File: src/rtl/pooling_pkg.sv
// Shared definitions for the pooling layer: controller state encoding and
// the default layer geometry used by both the controller and the datapath.
package pooling_pkg;

    typedef enum logic [1:0] {
        ST_IDLE  = 2'd0,
        ST_RUN   = 2'd1,
        ST_DRAIN = 2'd2,
        ST_DONE  = 2'd3
    } pool_ctrl_state_t;

    // Default layer geometry; pooling_layer_top uses the same values.
    localparam int DEF_FEATURE_NUM = 6;
    localparam int DEF_ROW_NUM     = 6;
    localparam int DEF_RD_LAT      = 1;

    // Width of a counter that must hold 0..n-1 (at least one bit).
    function automatic int cnt_width(input int n);
        return (n > 1) ? $clog2(n) : 1;
    endfunction

endpackage

File: src/rtl/pooling_layer_ctrl_if.sv
// Control/handshake bundle between the layer scheduler, the feature buffer
// and the pooling datapath. master = the sequencer, slave = its environment.
interface pooling_layer_ctrl_if #(
    parameter int FEATURE_WIDTH = 3,
    parameter int ROW_WIDTH     = 3,
    parameter int ADDR_WIDTH    = 6
);
    logic                     start;
    logic                     abort;
    logic                     ds_ready;
    logic                     rd_en;
    logic [ADDR_WIDTH-1:0]    rd_addr;
    logic                     input_valid;
    logic [FEATURE_WIDTH-1:0] feature_idx;
    logic [ROW_WIDTH-1:0]     feature_row;
    logic                     busy;
    logic                     done;

    modport master (
        input  start, abort, ds_ready,
        output rd_en, rd_addr, input_valid, feature_idx, feature_row, busy, done
    );

    modport slave (
        output start, abort, ds_ready,
        input  rd_en, rd_addr, input_valid, feature_idx, feature_row, busy, done
    );
endinterface

File: src/rtl/pool_align_pipe.sv
// Delay line that carries {valid, feature, row} alongside the buffer read
// latency so tags line up with the returned row data. Tag fields only load
// when a valid entry moves in, so the output tags hold between valid rows.
module pool_align_pipe #(
    parameter int STAGES        = 1,
    parameter int FEATURE_WIDTH = 3,
    parameter int ROW_WIDTH     = 3
) (
    input  logic                     clk,
    input  logic                     rst_n,
    input  logic                     flush,
    input  logic                     vld_in,
    input  logic [FEATURE_WIDTH-1:0] feat_in,
    input  logic [ROW_WIDTH-1:0]     row_in,
    output logic                     vld_out,
    output logic [FEATURE_WIDTH-1:0] feat_out,
    output logic [ROW_WIDTH-1:0]     row_out
);

    logic                     vld_p  [STAGES];
    logic [FEATURE_WIDTH-1:0] feat_p [STAGES];
    logic [ROW_WIDTH-1:0]     row_p  [STAGES];

    // Shift the tag pipeline; flush kills every in-flight entry and freezes tags
    always_ff @(posedge clk or negedge rst_n) begin
        if (!rst_n) begin
            for (int i = 0; i < STAGES; i++) begin
                vld_p[i]  <= 1'b0;
                feat_p[i] <= '0;
                row_p[i]  <= '0;
            end
        end else begin
            vld_p[0] <= vld_in & ~flush;
            if (vld_in && !flush) begin
                feat_p[0] <= feat_in;
                row_p[0]  <= row_in;
            end
            for (int i = 1; i < STAGES; i++) begin
                vld_p[i] <= vld_p[i-1] & ~flush;
                if (vld_p[i-1] && !flush) begin
                    feat_p[i] <= feat_p[i-1];
                    row_p[i]  <= row_p[i-1];
                end
            end
        end
    end

    assign vld_out  = vld_p[STAGES-1];
    assign feat_out = feat_p[STAGES-1];
    assign row_out  = row_p[STAGES-1];

endmodule

File: src/rtl/pooling_layer_ctrl.sv
// Sequencer for the pooling datapath: walks every row of every feature map,
// issuing one buffer read per row while downstream is ready, and tags the
// returned rows with their feature/row indices after the read latency.
module pooling_layer_ctrl
    import pooling_pkg::*;
#(
    parameter int FEATURE_NUM   = DEF_FEATURE_NUM,
    parameter int FEATURE_WIDTH = 3,
    parameter int ROW_NUM       = DEF_ROW_NUM,
    parameter int ROW_WIDTH     = 3,
    parameter int ADDR_WIDTH    = 6,
    parameter int RD_LAT        = DEF_RD_LAT
) (
    input  logic                 clk,
    input  logic                 rst_n,
    pooling_layer_ctrl_if.master bus
);

    localparam int DRAIN_W = cnt_width(RD_LAT);

    localparam logic [FEATURE_WIDTH-1:0] FEAT_LAST  = FEATURE_WIDTH'(FEATURE_NUM - 1);
    localparam logic [ROW_WIDTH-1:0]     ROW_LAST   = ROW_WIDTH'(ROW_NUM - 1);
    localparam logic [ADDR_WIDTH-1:0]    ROW_NUM_A  = ADDR_WIDTH'(ROW_NUM);
    localparam logic [DRAIN_W-1:0]       DRAIN_LAST = DRAIN_W'(RD_LAT - 1);

    pool_ctrl_state_t state, state_nxt;

    logic [FEATURE_WIDTH-1:0] feat;
    logic [ROW_WIDTH-1:0]     row;
    logic [DRAIN_W-1:0]       drain_cnt;
    logic                     rd_fire;
    logic                     last_rd;
    logic                     pass_start;
    logic                     abort_act;
    logic [ADDR_WIDTH-1:0]    rd_addr_calc;

    // A read goes out only in RUN with downstream ready; abort suppresses it.
    assign rd_fire      = (state == ST_RUN) && bus.ds_ready && !bus.abort;
    assign last_rd      = rd_fire && (feat == FEAT_LAST) && (row == ROW_LAST);
    assign pass_start   = (state == ST_IDLE) && bus.start && !bus.abort;
    assign abort_act    = bus.abort && ((state == ST_RUN) || (state == ST_DRAIN));
    assign rd_addr_calc = ADDR_WIDTH'(feat) * ROW_NUM_A + ADDR_WIDTH'(row);

    // State register
    always_ff @(posedge clk or negedge rst_n) begin
        if (!rst_n) begin
            state <= ST_IDLE;
        end else begin
            state <= state_nxt;
        end
    end

    // Next-state decode plus the read strobe/address, which follow ds_ready directly
    always_comb begin
        state_nxt   = state;
        bus.rd_en   = 1'b0;
        bus.rd_addr = '0;
        unique case (state)
            ST_IDLE: begin
                if (pass_start) state_nxt = ST_RUN;
            end
            ST_RUN: begin
                if (bus.abort)    state_nxt = ST_IDLE;
                else if (last_rd) state_nxt = ST_DRAIN;
            end
            ST_DRAIN: begin
                if (bus.abort)                    state_nxt = ST_IDLE;
                else if (drain_cnt == DRAIN_LAST) state_nxt = ST_DONE;
            end
            ST_DONE: begin
                state_nxt = ST_IDLE;
            end
            default: begin
                state_nxt = ST_IDLE;
            end
        endcase
        if (rd_fire) begin
            bus.rd_en   = 1'b1;
            bus.rd_addr = rd_addr_calc;
        end
    end

    // Row/feature walk: advance after each issued read, restart on a new pass
    always_ff @(posedge clk or negedge rst_n) begin
        if (!rst_n) begin
            feat <= '0;
            row  <= '0;
        end else if (pass_start || last_rd) begin
            feat <= '0;
            row  <= '0;
        end else if (rd_fire) begin
            if (row == ROW_LAST) begin
                row  <= '0;
                feat <= feat + 1'b1;
            end else begin
                row  <= row + 1'b1;
            end
        end
    end

    // DRAIN cycle counter: waits out the read latency of the final read
    always_ff @(posedge clk or negedge rst_n) begin
        if (!rst_n) begin
            drain_cnt <= '0;
        end else if (state == ST_DRAIN) begin
            drain_cnt <= drain_cnt + 1'b1;
        end else begin
            drain_cnt <= '0;
        end
    end

    assign bus.busy = (state != ST_IDLE);
    assign bus.done = (state == ST_DONE);

    pool_align_pipe #(
        .STAGES        (RD_LAT),
        .FEATURE_WIDTH (FEATURE_WIDTH),
        .ROW_WIDTH     (ROW_WIDTH)
    ) u_align (
        .clk      (clk),
        .rst_n    (rst_n),
        .flush    (abort_act),
        .vld_in   (rd_fire),
        .feat_in  (feat),
        .row_in   (row),
        .vld_out  (bus.input_valid),
        .feat_out (bus.feature_idx),
        .row_out  (bus.feature_row)
    );

endmodule

File: src/flat_wrapper.sv
// flat-port wrapper written by rule: the top's interface ports become plain ports
module pooling_layer_ctrl_flat import pooling_pkg::*;
#(
    parameter int FEATURE_NUM   = DEF_FEATURE_NUM,
    parameter int FEATURE_WIDTH = 3,
    parameter int ROW_NUM       = DEF_ROW_NUM,
    parameter int ROW_WIDTH     = 3,
    parameter int ADDR_WIDTH    = 6,
    parameter int RD_LAT        = DEF_RD_LAT
)
  (clk, rst_n, bus_start, bus_abort, bus_ds_ready, bus_rd_en, bus_rd_addr, bus_input_valid, bus_feature_idx, bus_feature_row, bus_busy, bus_done);
  pooling_layer_ctrl_if #(.FEATURE_WIDTH(FEATURE_WIDTH), .ROW_WIDTH(ROW_WIDTH), .ADDR_WIDTH(ADDR_WIDTH)) bus_i ();
  input  logic clk;
  input  logic rst_n;
  input wire logic [$bits(bus_i.start)-1:0] bus_start;
  input wire logic [$bits(bus_i.abort)-1:0] bus_abort;
  input wire logic [$bits(bus_i.ds_ready)-1:0] bus_ds_ready;
  output wire logic [$bits(bus_i.rd_en)-1:0] bus_rd_en;
  output wire logic [$bits(bus_i.rd_addr)-1:0] bus_rd_addr;
  output wire logic [$bits(bus_i.input_valid)-1:0] bus_input_valid;
  output wire logic [$bits(bus_i.feature_idx)-1:0] bus_feature_idx;
  output wire logic [$bits(bus_i.feature_row)-1:0] bus_feature_row;
  output wire logic [$bits(bus_i.busy)-1:0] bus_busy;
  output wire logic [$bits(bus_i.done)-1:0] bus_done;
  assign bus_i.start = bus_start;
  assign bus_i.abort = bus_abort;
  assign bus_i.ds_ready = bus_ds_ready;
  assign bus_rd_en = bus_i.rd_en;
  assign bus_rd_addr = bus_i.rd_addr;
  assign bus_input_valid = bus_i.input_valid;
  assign bus_feature_idx = bus_i.feature_idx;
  assign bus_feature_row = bus_i.feature_row;
  assign bus_busy = bus_i.busy;
  assign bus_done = bus_i.done;
  pooling_layer_ctrl #(.FEATURE_NUM(FEATURE_NUM), .FEATURE_WIDTH(FEATURE_WIDTH), .ROW_NUM(ROW_NUM), .ROW_WIDTH(ROW_WIDTH), .ADDR_WIDTH(ADDR_WIDTH), .RD_LAT(RD_LAT)) u_core (.clk(clk), .rst_n(rst_n), .bus(bus_i));
endmodule
File: config.mk
export PLATFORM = sky130hd
export DESIGN_NAME = pooling_layer_ctrl_flat
export DESIGN_NICKNAME = d
export VERILOG_FILES = /design/src/rtl/pooling_pkg.sv /design/src/rtl/pooling_layer_ctrl_if.sv /design/src/rtl/pool_align_pipe.sv /design/src/rtl/pooling_layer_ctrl.sv /design/src/flat_wrapper.sv
export SDC_FILE = /design/constraint.sdc
export NUM_CORES = 1
export LEC_CHECK = 0
export ABC_AREA = 1
export CAP_MARGIN = 20
export CORE_UTILIZATION = 46
export DETAILED_ROUTE_END_ITERATION = 16
export HOLD_SLACK_MARGIN = 0.15
export PLACE_DENSITY = 0.81
export SLEW_MARGIN = 10
export SYNTH_ARGS = -nofsm -noshare
export SYNTH_HDL_FRONTEND = slang
export SYNTH_SLANG_ARGS = --single-unit
File: constraint.sdc
create_clock -name clk -period 2.5 [get_ports clk]
set_input_delay 0.375 -clock clk [delete_from_list [all_inputs] [get_ports clk]]
set_output_delay 0.375 -clock clk [all_outputs]
set_load 0.005 [all_outputs]
* Yosys cells after proc, flatten, opt, wreduce, memory -nomap -nowiden
Cells that the tools add are included.
** Word-level totals
- Bits in registers :: 16
- Output and inout port bits :: 16
** Operators by class
- Add/subtract/negate cells :: 4
- Multiply operators :: 1
- Equality and inequality tests :: 8
- Multiplexer cells :: 15
- Bitwise gates (word level) :: 2
- Reductions and logical operators :: 18
** Operators by type and width (number)
- two-way mux 3 bit :: 6
- two-way mux 2 bit :: 5
- logical AND 1 bit :: 8
- case mux 2 bit (4 select lines) :: 1
- adder 3 x 1 -> 3 bit (second input constant) :: 2
- adder 6 x 3 -> 6 bit :: 1
- == test 3 bit (second input constant) :: 2
- two-way mux 6 bit :: 1
- nonzero test 2 bit :: 3
- multiplier 3 x 2 -> 5 bit (second input constant) :: 1
- == test 2 bit (second input constant) :: 2
- inequality test 3 x 2 -> 1 bit (second input constant) :: 1
- inequality test 3 bit (second input constant) :: 1
- AND reduction 3 bit :: 1
- == test 2 x 1 -> 1 bit (second input constant) :: 1
- zero test 1 bit :: 2
- zero test 2 bit :: 1
- logical OR 1 bit :: 2
- two-way mux 1 bit :: 2
- inequality test 2 x 1 -> 1 bit (second input constant) :: 1
- AND reduction 2 bit :: 1
- adder 1 bit (second input constant) :: 1
- AND 1 bit :: 1
- inverter 1 bit :: 1

* Longest topological paths before layout
- Depth after elaboration :: 8
- Gate-level depth with buffers :: 8
- Gate-level depth less buffers :: 8

* Modules after synthesis
A second synthesis with hierarchy kept.
** Unflattened totals
- Cells, all modules :: 135
- Area total of the unflattened synthesis :: 1081.0 µm²
** Modules (own cells, without submodules)
- pooling_layer_ctrl :: times used 1, cells an instance 107, area each 812.0 µm²
- pool_align_pipe :: times used 1, cells an instance 28, area each 269.0 µm²

* Worst setup path after synthesis
No wires, ideal clock.
- Kind :: flip-flop to output port
- Start :: register u_core.feat[1]
- End :: output port bus_rd_addr[5]
- Arrival :: 1.611 ns
- Required time :: 2.125 ns
- Path slack :: 0.514 ns
- Cell stages (with the launch flop) :: 9
- Buffers on the path :: 0
- Cells stage by stage :: dfrtp_1 inv_1 ha_1 fa_1 nor2_1 nand2_1 nand2_1 nand2_1 nor2_1
** Between the ends
- Cells in the longest elaborated chain, start to end :: 3
** Ends and longest elaborated chain
- from (decl) :: line pooling_layer_ctrl.sv:28 : logic [FEATURE_WIDTH-1:0] feat;
- from (signal assigned) :: line pooling_layer_ctrl.sv:94 : feat <= feat + 1'b1;
- multiplier 3 x 2 -> 5 bit :: line pooling_layer_ctrl.sv:42 : assign rd_addr_calc = ADDR_WIDTH'(feat) * ROW_NUM_A + ADDR_WIDTH'(row);
- adder 6 x 3 -> 6 bit :: line pooling_layer_ctrl.sv:42
- two-way mux 6 bit :: line pooling_layer_ctrl.sv:77 : if (rd_fire) begin
- to (decl) :: line flat_wrapper.sv:19 : output wire logic [$bits(bus_i.rd_addr)-1:0] bus_rd_addr;
No other way between the ends.

* Worst setup path after layout
- Start :: register u_core.feat[1]
- End :: output port bus_rd_addr[4]
The elaborated chain is that of the path after synthesis.

==> flow_summary.html <==
<table>
<tr><th>Metric</th><th>Value</th></tr>
<tr><th colspan="2">STA</th></tr>
<tr><td>Relative max-transition margin</td><td>0.517</td></tr>
<tr><td>Maximum clock frequency</td><td>approximately 410 MHz</td></tr>
<tr><td>Pins over their slew limit</td><td>0</td></tr>
<tr><td>Final Skew</td><td>0.00541 ns</td></tr>
<tr><td>RSZ-0062 raised after global routing</td><td>yes</td></tr>
<tr><td>Worst slack on hold paths</td><td>about 0.43 ns</td></tr>
<tr><td>Final count of hold timing violations</td><td>0</td></tr>
<tr><td>Summed negative setup slack over all endpoints</td><td>0 ns</td></tr>
<tr><td>Post-layout min period</td><td>2.42 ns</td></tr>
<tr><td># setup viols final</td><td>0</td></tr>
<tr><td>Crit path setup slack, layout</td><td>between 0.07 and 0.08 ns</td></tr>
<tr><td>Fin crit share</td><td>0.969</td></tr>
<tr><td>Transition time at the pin with the least slew margin</td><td>0.722 ns</td></tr>
<tr><th colspan="2">Setup path</th></tr>
<tr><td>Cell chain of the critical path</td><td>inv_2, buf_4, fa_2, buf_6, inv_4, nand2_2, nand2_2, o21ai_1, a21oi_1, buf_2</td></tr>
<tr><td>Max stage delay on crit path</td><td>a little under 0.6 ns</td></tr>
<tr><td>Count of cells along the worst register-to-register path</td><td>7</td></tr>
<tr><td>Critical R2R Launch</td><td>u_core.state[1]</td></tr>
<tr><td>Crit. path cell count</td><td>10</td></tr>
<tr><td>Worst EP required</td><td>approximately 2.1 ns</td></tr>
<tr><td>Slowest stage cell on the critical path</td><td>sky130_fd_sc_hd__fa_2</td></tr>
<tr><td>Endpoint type of the worst setup path</td><td>output pin</td></tr>
<tr><td>Critical Setup Path Class</td><td>reg -&gt; out</td></tr>
<tr><td>Maximum net fanout on the critical path</td><td>3</td></tr>
<tr><td>Critical path startpoint category</td><td>register</td></tr>
<tr><td>Critical path buffers and inverters</td><td>5</td></tr>
<tr><td>Cell family with the largest share of critical-path delay</td><td>adder cells</td></tr>
<tr><td>Source of the critical timing path</td><td>u_core.feat[1]</td></tr>
<tr><td>Most frequent cell on the critical path</td><td>sky130_fd_sc_hd__nand2_2</td></tr>
<tr><td>WP data arrival</td><td>2.05 ns</td></tr>
<tr><th colspan="2">Floorplan</th></tr>
<tr><td>Area inside the core boundary</td><td>approximately 2000 um^2</td></tr>
<tr><td>Vertical extent of the die</td><td>49.5 um</td></tr>
<tr><td>Starting utilization of the core area</td><td>0.509</td></tr>
<tr><td>Die width</td><td>49.5 um</td></tr>
<tr><td>Die footprint</td><td>roughly 2500 um^2</td></tr>
<tr><td>Top-Level Pins</td><td>21</td></tr>
<tr><td>FP Rows</td><td>16</td></tr>
<tr><th colspan="2">Layout</th></tr>
<tr><td>Ratio of cells with drive above 1 in the final layout</td><td>0.335</td></tr>
<tr><td>Area used by multi-input combinational logic</td><td>between 500 and 600 um^2</td></tr>
<tr><td>Sequential cell area</td><td>403 um^2</td></tr>
<tr><td>Fraction of the core area covered by cells at the end of the flow</td><td>0.713</td></tr>
<tr><td>Count of inserted antenna diode cells</td><td>0</td></tr>
<tr><td>Net count of the finished layout</td><td>~180</td></tr>
<tr><td>Area grow syn2layout</td><td>40.0%</td></tr>
<tr><td>Number of filler instances in the final layout</td><td>160</td></tr>
<tr><th colspan="2">GRT</th></tr>
<tr><td>Number of global-route vias before repair</td><td>936</td></tr>
<tr><td>Wire length of the first global-routing pass</td><td>~3800 um</td></tr>
<tr><td>Remaining global-route overflow</td><td>0</td></tr>
<tr><td>Overall Global Routing Usage</td><td>0.201</td></tr>
<tr><td>Largest net degree at the start of global routing</td><td>17</td></tr>
<tr><td>Number of antenna violations at the first check in global routing</td><td>0</td></tr>
<tr><th colspan="2">Drt</th></tr>
<tr><td>DR vias</td><td>979</td></tr>
<tr><td>DR iter-0 viols</td><td>21</td></tr>
<tr><td>DRC</td><td>0</td></tr>
<tr><td>Routed wire length</td><td>2490 um</td></tr>
<tr><td>Routed wire per std cell</td><td>between 10 and 15 um</td></tr>
<tr><td>Final antenna-violating net count</td><td>0</td></tr>
<tr><td>Via density per instance</td><td>5.21</td></tr>
<tr><td>First drt pass iteration count</td><td>4</td></tr>
<tr><th colspan="2">Clock tree</th></tr>
<tr><td>Number of H-tree branching levels</td><td>1</td></tr>
<tr><td>Hold bufs inserted after CTS</td><td>0</td></tr>
<tr><td>Max Buffers Root-to-Sink</td><td>2</td></tr>
<tr><td>Worst-path clk slew</td><td>approximately 0.1 ns</td></tr>
<tr><td>Total clock sinks</td><td>16</td></tr>
<tr><td>TritonCTS clock tree</td><td>done</td></tr>
<tr><td>Latest clock arrival within the worst-skew pair</td><td>slightly below 0.3 ns</td></tr>
<tr><td>Cts bufs inserted</td><td>3</td></tr>
<tr><td>Library cell used as clock root buffer</td><td>sky130_fd_sc_hd__clkbuf_4</td></tr>
<tr><th colspan="2">Power and ir drop</th></tr>
<tr><td>Leakage power total</td><td>~0.70 nW</td></tr>
<tr><td>Maximum vdd ir drop</td><td>0.000632 V</td></tr>
<tr><td>Power Density</td><td>642 nW/um^2</td></tr>
<tr><th colspan="2">Job</th></tr>
<tr><td>Max-cap violation count</td><td>0</td></tr>
<tr><th colspan="2">Hold path</th></tr>
<tr><td>Worst min-delay path startpoint</td><td>u_core.drain_cnt</td></tr>
<tr><td>Hold Crit Depth</td><td>1</td></tr>
<tr><td>Type of the worst min-delay path</td><td>reg -&gt; reg</td></tr>
<tr><th colspan="2">Logic synthesis</th></tr>
<tr><td>Total of warnings raised by yosys</td><td>0</td></tr>
<tr><td>Cell area after technology mapping</td><td>1040 um^2</td></tr>
<tr><td>Distinct cell type count of the synthesized netlist</td><td>21</td></tr>
<tr><td>Cells after synthesis</td><td>roughly 120</td></tr>
<tr><td>Post-synthesis net count</td><td>136</td></tr>
<tr><td>Average cell area after synthesis</td><td>~8.5 um^2</td></tr>
<tr><td>Register bit count reported by yosys</td><td>16</td></tr>
<tr><td>Share of synthesized area occupied by flip-flops and latches</td><td>0.385</td></tr>
<tr><th colspan="2">Place</th></tr>
<tr><td>Total of buffers placed on input and output ports</td><td>20</td></tr>
<tr><td>Detail Placement HPWL</td><td>roughly 1700 um</td></tr>
<tr><td>Routability-driven placement congestion ratio</td><td>about 0.8</td></tr>
<tr><td>Setup Slack @ Placement</td><td>-0.0253 ns</td></tr>
<tr><th colspan="2">Status</th></tr>
<tr><td>Result of the run</td><td>finished clean</td></tr>
</table>
[final cells by class]
class	instances	area share
Multi-Input combinational cell	86	0.410
Inverter	19	0.0507
Tap cell	27	0.0232
Sequential cell	16	0.277
Clock buffer	4	0.0249
Timing Repair Buffer	36	0.214
[per-layer routing]
layer  track usage  wire (um)
met5             0          0
met2         0.381       1290
met1         0.219       1020
met4        0.0714         85
met3        0.0340        102
[cells in the final DEF (no fill, tap or decap), types with 4 or more instances in the layout]
cell / synthesis / layout
sky130_fd_sc_hd__o21ai_1: 2 / 4
sky130_fd_sc_hd__inv_1: 17 / 14
sky130_fd_sc_hd__nand3_2: 3 / 4
sky130_fd_sc_hd__dfrtp_1: 16 / 14
sky130_fd_sc_hd__inv_2: 2 / 4
sky130_fd_sc_hd__o21ai_2: 6 / 6
sky130_fd_sc_hd__nor2_1: 10 / 9
sky130_fd_sc_hd__nand2_1: 28 / 25
sky130_fd_sc_hd__buf_4: 0 / 14
sky130_fd_sc_hd__nand3_1: 10 / 9
sky130_fd_sc_hd__a21oi_1: 4 / 4
sky130_fd_sc_hd__clkdlybuf4s50_1: 0 / 16
sky130_fd_sc_hd__nand4_1: 4 / 4
[registers in the layout, summed over array words and instances (netlist names)]
signal                   flops
u_core.drain_cnt             1
u_core.u_align.row_out       3
u_core.row                   3
u_core.u_align.feat_out      3
u_core.feat                  3
u_core.state                 2
u_core.u_align.vld_out       1
[cells in the mapped netlist, drive strengths merged]
cell,number,share of area
nand2,28,0.10
inv,19,0.069
dfrtp,16,0.39
nand3,13,0.077
nor2,12,0.058
o21ai,12,0.079
ha,6,0.072
nand4,5,0.045
a21oi,4,0.019
buf,2,0.025
fa,2,0.039
nor3,2,0.014
xnor2,2,0.017
[through the flow]
| step | power [W] | area (um^2) | instances |
|---|---|---|---|
| 2_1_floorplan | 0.000600 | 1040 | 123 |
| 3_3_place_gp | 0.000735 | 1310 | 176 |
| 3_5_place_dp | 0.000754 | 1310 | 176 |
| 4_1_cts | 0.000928 | 1410 | 186 |
| 5_1_grt | 0.000995 | 1460 | 188 |
| 6_report | 0.000934 | 1460 | 188 |
[repair_timing]
action                                 in CTS  in global routing
endpoints found under the hold margin       0                  0
pin swaps                                   6                  5
setup endpoints to repair                   4                  3
buffers inserted                            6                  2
gates resized for setup                    20                 14
[path summary, 6_finish.rpt]
| kind | end | slack (ns) |
|---|---|---|
| max | bus_rd_addr[4] | 0.08 |
| min | u_core.drain_cnt | 0.43 |
| max reg2reg | u_core.row[1] | 1.04 |
| min reg2reg | u_core.drain_cnt | 0.43 |
| max in group asynchronous | u_core.feat[0] | 1.50 |
| min in group asynchronous | u_core.u_align.feat_out[0] | 0.51 |
[logic make-up (layout without fill, tap and decap cells)]
logic type | after synthesis | count (layout) | synth area share
flip-flops | 16 | 16 | 0.385
XOR/XNOR | 2 | 2 | 0.0169
AND/OR/NAND/NOR | 60 | 60 | 0.295
buffers and inverters | 21 | 59 | 0.0939
AO/OA/AOI/OAI | 16 | 16 | 0.0987
adder cells (fa/ha/maj) | 8 | 8 | 0.111
[power by group]
group	internal (W)	switching, W	leakage, nW
logic	0.000176	0.000207	0.464
clock network	0.0000886	0.0000865	0.0210
registers	0.000319	0.0000572	0.213
Note: power is estimated with default switching activity, not from simulation.
